`src/rtl/memoria_load_param_pkg.sv`:
```
// Shared state encoding and default geometry for the game-state RAM.
package memoria_pkg;

  typedef enum logic {
    ST_FILL = 1'b0,
    ST_IDLE = 1'b1
  } state_e;

  localparam int             DEF_DATA_W     = 2;
  localparam int             DEF_DEPTH      = 16;
  localparam logic [1:0]     DEF_INIT_VALUE = 2'b10;

endpackage

```
`src/rtl/memoria_load_param_ram_core.sv`:
```
// Plain single-port RAM array: one write port, read through a registered address.
module memoria_ram_core
  import memoria_pkg::*;
#(
  parameter int DATA_W = DEF_DATA_W,
  parameter int DEPTH  = DEF_DEPTH,
  parameter int ADDR_W = $clog2(DEPTH)
) (
  input  logic              i_clk,
  input  logic              i_reset_n,
  input  logic              i_we,
  input  logic [ADDR_W-1:0] i_waddr,
  input  logic [DATA_W-1:0] i_wdata,
  input  logic [ADDR_W-1:0] i_raddr,
  output logic [ADDR_W-1:0] o_raddr_q,
  output logic [DATA_W-1:0] o_rdata
);

  logic [DATA_W-1:0] r_mem [DEPTH];
  logic [ADDR_W-1:0] r_raddr_p1;

  always_ff @(posedge i_clk) begin
    if (i_we) r_mem[i_waddr] <= i_wdata;
  end

  // stage p1: read address register
  always_ff @(posedge i_clk) begin
    if (!i_reset_n) r_raddr_p1 <= '0;
    else            r_raddr_p1 <= i_raddr;
  end

  assign o_raddr_q = r_raddr_p1;
  assign o_rdata   = r_mem[r_raddr_p1];

endmodule

```
`src/rtl/memoria_load_param.sv`:
```
// Game-state RAM with a hardware initialiser that rewrites every entry to
// INIT_VALUE after reset and on a clear request, one entry per cycle.
module memoria_load_param
  import memoria_pkg::*;
#(
  parameter int                DATA_W     = DEF_DATA_W,
  parameter int                DEPTH      = DEF_DEPTH,
  parameter int                ADDR_W     = $clog2(DEPTH),
  parameter logic [DATA_W-1:0] INIT_VALUE = DATA_W'(DEF_INIT_VALUE)
) (
  input  logic              clk,
  input  logic              reset_n,
  input  logic              we,
  input  logic              clear,
  input  logic [DATA_W-1:0] data,
  input  logic [ADDR_W-1:0] addr,
  output logic [DATA_W-1:0] q,
  output logic              busy,
  output logic              done
);

  localparam logic [ADDR_W:0] LAST_EXT = (ADDR_W+1)'(DEPTH-1);

  state_e            r_state;
  logic [ADDR_W-1:0] r_fill_addr;
  logic              r_done;

  logic              w_filling;
  logic              w_fill_last;
  logic              w_addr_ok;
  logic              w_rd_ok;
  logic              w_ram_we;
  logic [ADDR_W-1:0] w_ram_waddr;
  logic [DATA_W-1:0] w_ram_wdata;
  logic [ADDR_W-1:0] w_raddr_q;
  logic [DATA_W-1:0] w_rd_data;

  assign w_filling   = (r_state == ST_FILL);
  assign w_fill_last = (r_fill_addr == ADDR_W'(DEPTH-1));
  // Zero-extend so the range check stays meaningful when DEPTH is a power of two.
  assign w_addr_ok   = ({1'b0, addr}      <= LAST_EXT);
  assign w_rd_ok     = ({1'b0, w_raddr_q} <= LAST_EXT);

  always_ff @(posedge clk) begin
    if (!reset_n) begin
      r_state     <= ST_FILL;
      r_fill_addr <= '0;
      r_done      <= 1'b0;
    end else begin
      r_done <= 1'b0;
      unique case (r_state)
        ST_FILL: begin
          if (w_fill_last) begin
            r_state     <= ST_IDLE;
            r_fill_addr <= '0;
            r_done      <= 1'b1;
          end else begin
            r_fill_addr <= r_fill_addr + 1'b1;
          end
        end
        ST_IDLE: begin
          if (clear) begin
            r_state     <= ST_FILL;
            r_fill_addr <= '0;
          end
        end
        default: r_state <= ST_FILL;
      endcase
    end
  end

  // User writes are dropped while filling or when a clear is taken.
  assign w_ram_we    = reset_n & (w_filling | (we & ~clear & w_addr_ok));
  assign w_ram_waddr = w_filling ? r_fill_addr : addr;
  assign w_ram_wdata = w_filling ? INIT_VALUE  : data;

  memoria_ram_core #(
    .DATA_W (DATA_W),
    .DEPTH  (DEPTH),
    .ADDR_W (ADDR_W)
  ) u_core (
    .i_clk     (clk),
    .i_reset_n (reset_n),
    .i_we      (w_ram_we),
    .i_waddr   (w_ram_waddr),
    .i_wdata   (w_ram_wdata),
    .i_raddr   (addr),
    .o_raddr_q (w_raddr_q),
    .o_rdata   (w_rd_data)
  );

  assign busy = ~reset_n | w_filling;
  assign done = reset_n & r_done;
  assign q    = (busy | ~w_rd_ok) ? INIT_VALUE : w_rd_data;

endmodule

```
`config.mk`:
```
export PLATFORM = sky130hd
export DESIGN_NAME = memoria_load_param
export DESIGN_NICKNAME = d
export VERILOG_FILES = /design/src/rtl/memoria_load_param_pkg.sv /design/src/rtl/memoria_load_param_ram_core.sv /design/src/rtl/memoria_load_param.sv
export SDC_FILE = /design/constraint.sdc
export NUM_CORES = 1
export LEC_CHECK = 0
export ABC_AREA = 1
export ABC_CLOCK_PERIOD_IN_PS = 1900
export BUFFER_PORTS_ARGS = -buffer_cell sky130_fd_sc_hd__buf_4
export CAP_MARGIN = 20
export CORE_MARGIN = 2
export CORE_UTILIZATION = 58
export CTS_BUF_LIST = sky130_fd_sc_hd__clkbuf_16
export DETAILED_ROUTE_END_ITERATION = 6
export PLACE_DENSITY = 0.77
export SYNTH_ARGS = -nofsm -noshare
export SYNTH_HDL_FRONTEND = slang
export SYNTH_SLANG_ARGS = --single-unit
```
`constraint.sdc`:
```
create_clock -name clk -period 1.9 [get_ports clk]
set_input_delay 0.19 -clock clk [delete_from_list [all_inputs] [get_ports clk]]
set_output_delay 0.19 -clock clk [all_outputs]
set_load 0.01 [all_outputs]
```
Yosys cells after proc, flatten, opt, wreduce, memory -nomap -nowiden
Memory sizes are Yosys's and may differ from the RTL's. A register that Yosys moved wholly into a read port is not among the register bits.
Cells that the tools add are included.

storage, ports and cells
  bits of input ports = 10
  word-level logic and storage cells = 28
  ROM bits = 0
  bits in writable memories = 32
  output and inout bits = 4
  latch bits = 0
  flip-flop bits (word level) = 6
  memories = 1

memory list
  memory        words  width  rd ports  clocked after memory_dff  wr ports  line                               RTL
  u_core.r_mem  16     2      1         1                         1         memoria_load_param_ram_core.sv:19  logic [DATA_W-1:0] r_mem [DEPTH];

cells by class
  eq/ne operators = 2
  shift-type cells = 0
  $lt $le $gt $ge = 0
  divide/modulo/power cells = 0
  mux-type cells = 12
  bitwise gates (word level) = 8
  $add $sub $neg = 1
  multiply operators = 0
  reductions and logical operators = 1

operators with widths
  kind                 number
  $mux 4               4
  $pmux 4 s2           1
  $add 4x1->4 const B  1
  $eq 4x4->1 const B   1
  $mux 1               4
  $mux 2               2
  $and 1x1->1          3
  $not 1->1            3
  $ne 2x2->1 const B   1
  $or 1x1->1           2
  $pmux 1 s2           1
  $reduce_or 2->1      1

Logic depth before layout (Yosys ltp)
  word-level depth = 6
  depth in mapped cells = 9
  depth with buffers taken out = 7

Modules after synthesis
A second synthesis with hierarchy kept.

unflattened totals
  cells, all modules = 226
  area, all modules = 1991.9 µm²

modules (own cells, without submodules)
  module              area an instance (µm²)  instances  sequential area each (µm²)  cells an instance
  memoria_ram_core    1601.5                  1          1041.0                      169
  memoria_load_param  390.4                   1          120.1                       57

Worst setup path before layout
OpenSTA, ideal clock, no wires.

  path type = register to register
  from = register r_state
  to = memory u_core.r_mem[2][0] (netlist bit) (enable)
  cell stages (with the launch flop) = 6
  buffers on the path = 0
  path slack = 0.377 ns
  data arrival time = 1.195 ns
  cells stage by stage = dfxtp_1 -> inv_2 -> or2_1 -> o21ai_2 -> o21ai_2 -> nor3_1

between the ends
  word-level cells in the longest chain between the ends = 5
  elaborated cells on any way between the ends = 6
  classes of those cells = mux (3); bitwise (3)

RTL lines
  what                          line                               RTL
  start, declared               memoria_load_param.sv:24           state_e r_state;
  start signal, assigned        memoria_load_param.sv:46           r_state <= ST_FILL;
  start signal, assigned        memoria_load_param.sv:54           r_state <= ST_IDLE;
  start signal, assigned        memoria_load_param.sv:63           r_state <= ST_FILL;
  $not 1->1                     --
  $or 1x1->1                    memoria_load_param.sv:73           assign w_ram_we = reset_n & (w_filling | (we & ~clear & w_addr_ok));
  $and 1x1->1                   memoria_load_param.sv:73
  $mux 1                        memoria_load_param_ram_core.sv:23  if (i_we) r_mem[i_waddr] <= i_wdata;
  $mux 1 (not written as such)  memoria_load_param_ram_core.sv:23
  end, declared                 memoria_load_param_ram_core.sv:19

Parallel ways exist; a longest one is shown, timed or not.

Worst setup path after layout
  from = register r_state
  to = memory u_core.r_mem[0][1] (netlist bit) (enable)

Same word-level chain as after synthesis.

==> impl_metrics.csv <==
group,metric,value,unit
power,seq_power_share,0.521,
detailed_routing,wl,3.72,mm
power,p_sw,0.419,mW
critical_path,cp.arrival,1.69,ns
final_layout,regArea,1160,um2
detailed_routing,drt_pre_antenna_iters,5,
detailed_routing,ant_nets,0,
power,combPwrFrac,0.067,
placement,port_buffers,13,
sta,timing.final.crit_share,0.916,
final_layout,fill_cells,221,
final_layout,fin_util,0.712,
floorplan,die_area,3730,um2
cts,post_cts_buffers,0,
detailed_routing,vias,1411,
critical_path,endpoint_kind,"flop",
floorplan,initial_core_util,0.614,
sta,holdWs,0.105,ns
detailed_routing,drt_iter0_markers,117,
cts,clockBufferDepth,2,
detailed_routing,drc,0,
global_routing,first_global_vias,1291,
final_layout,multi_input_area,603,um2
final_layout,final_cell_mix,"50 x nand2_1, 32 x nor2_1, 32 x edfxtp_1, 26 x inv_1, 21 x nand3_1",
detailed_routing,via_per_inst,5.23,
cts,clkLatencyLatePin,0.28,ns
placement,dp_hpwl,2.64,mm
global_routing,grt_pass1_wl,5.93,mm
critical_path,cp_max_fo,8,
cts,numCtsBuffers,5,
sta,slew_viol_final,0,
floorplan,die_x,61.1,um
critical_path,crit_path_cell_trace,"inv_2 > or2_0 > o21ai_2 > nand2_2 > nor3_1",
final_layout,synthToLayoutAreaGrowth,15.9,%
placement,gp_congestion,0.843,
synthesis,synth_top_area_frac,0.508,
critical_path,critPathSlowestCell,"dfxtp_1",
synthesis,syn_inst,208,
sta,fin_skew,0.00438,ns
floorplan,core-area,3080,um2
final_layout,drive_gt1_frac,0.142,
critical_path,crit_type,"reg2reg",
run,drv_cap,0,
critical_path,worstPathRequired,1.85,ns
floorplan,fp.dieH,61.1,um
sta,setup_viol,0,
power,power,1.94,mW
synthesis,synth_area_leaders,"edfxtp_1 51%, dfxtp_1 11%, nand2_1 9.9%",
final_layout,final_common_cell,"nand2_1",
synthesis,netlist-cell-type-count,22,
placement,placed_cell_area,2030,um2
final_layout,diodes,0,
min_path,hold_path_startpoint,"addr[1]",
min_path,hold_path.class,"in2reg",
final_layout,final_area,2190,um2
power,p_int,1.52,mW
synthesis,ys_ff_latch,42,
power,ir_worst_vdd,0.000663,V
synthesis,yosys.area.top_type,"edfxtp_1",
cts,clk_pin_slew,0.06,ns
synthesis,yosys_warnings,0,
power,p_leak,0.909,nW
power,clkPwrFrac,0.412,
sta,relSlewSlack,0.690,
power,p_per_area,886,nW/um2
synthesis,syn_avg_cell_area,9.09,um2
critical_path,timing.rr.start,"r_state",
global_routing,grtUsageTotal,0.229,
run_status,status,"completed",
cts,clkSinkCount,42,
global_routing,overflow,0,
critical_path,crit_path_start_kind,"flop",
cts,htree_levels,2,
sta,fin_setup_tns,0,ns
sta,finalHoldViolations,0,
sta,worst_pin_slew,0.465,ns
cts,cts_root_buf,"clkbuf_16",
detailed_routing,wl_per_cell,13.8,um
power,switching_share,0.216,
floorplan,ios,14,
sta,rsz0062_at_grt,"false",
cts,cts_tree,"yes",
critical_path,crit_start,"r_state",
sta,fmax,575,MHz
global_routing,grt_max_degree,19,
synthesis,netlist_area,1890,um2
sta,period_needed,1.74,ns
synthesis,yosysSeqAreaShare,0.614,
final_layout,fin_nets,236,
critical_path,critPathMaxStageDelay,0.49,ns
global_routing,antenna_found_initial,0,
floorplan,core.rowCount,20,
cts,ctsHoldBuffers,0,
synthesis,syn-num-nets,219,
[power by group through the flow]
stage                     registers [mW]  logic, mW  clock network, mW
after floorplan                     1.02     0.0877                  0
after global placement              1.03      0.120                  0
after detailed placement            1.03      0.125                  0
after CTS                           1.01      0.125              0.809
after global routing                1.01      0.146              0.842
final                               1.01      0.129              0.800
[what timing repair did]
item	CTS	global route
endpoints found under the hold margin	0	0
setup endpoints to repair	0	4
resized for setup	0	6
[final timing paths]
check	slack, ns	cells past startpoint	endpoint
worst max register to register	0.16	5	u_core.r_mem[0][1]
worst min-delay path	0.11	3	flop
worst min register to register	0.52	2	r_fill_addr[0]
worst max-delay path	0.16	5	u_core.r_mem[0][1]
[critical path, delay by kind of cell (launching register included)]
kind                   cells  cell delay [ns]
AND/OR/NAND/NOR            3             0.70
AO/OA/AOI/OAI              1             0.11
buffers and inverters      1             0.12
flip-flops                 1             0.49
[per-stage QoR]
stage          setup WS (ns)  instances
4_1_cts               0.0947        269
5_1_grt              0.00984        270
3_5_place_dp           0.200        261
3_3_place_gp           0.304        261
2_1_floorplan          0.377        208
6_report               0.160        270
[kinds of logic (layout without fill, tap and decap cells)]
family / count (synthesis) / in the layout / share of synthesized area
compound gates: 18 / 18 / 0.0596
fa+ha+maj: 1 / 1 / 0.00662
buf+inv: 34 / 52 / 0.0695
flops: 42 / 42 / 0.614
simple gates: 113 / 113 / 0.250
[Yosys cell counts]
| cell type | instances |
|---|---|
| o22ai_1 | 1 |
| nand2_2 | 1 |
| a32o_1 | 1 |
| nor2_1 | 32 |
| o211ai_1 | 2 |
| or2_2 | 1 |
| or2_0 | 1 |
| inv_1 | 28 |
| nand2_1 | 50 |
| nand3b_1 | 2 |
| o21ai_0 | 8 |
| dfxtp_1 | 10 |
| o21ai_2 | 3 |
| nor3_1 | 4 |
| buf_2 | 3 |
| inv_2 | 1 |
| edfxtp_1 | 32 |
| clkbuf_1 | 2 |
| a21oi_1 | 3 |
| nand3_1 | 21 |
| ha_1 | 1 |
| or2_1 | 1 |
[registers in the layout, indices dropped and copies added, names as in the netlist, named ones only]
signal and flops:
r_done 1, r_fill_addr 4, r_state 1, u_core.r_mem 32
[metal layers]
metal | GRT usage | up-vias | routed length (um)
met5 | 0 | - | 0
met2 | 0.371 | 39 | 1840
met1 | 0.288 | 652 | 1630
li1 | - | 712 | -
met3 | 0.0714 | 8 | 172
met4 | 0.0963 | 0 | 71
[cell type report]
type / instances / area share
multi-input combinational: 132 / 0.275
inverter: 29 / 0.0514
timing repair inverter: 1 / 0.00343
sequential: 42 / 0.531
clock buffer: 5 / 0.0571
clock inverter: 3 / 0.00742
timing repair buffer: 14 / 0.0497
tap: 44 / 0.0251
Note: power is estimated with default switching activity, not from simulation.
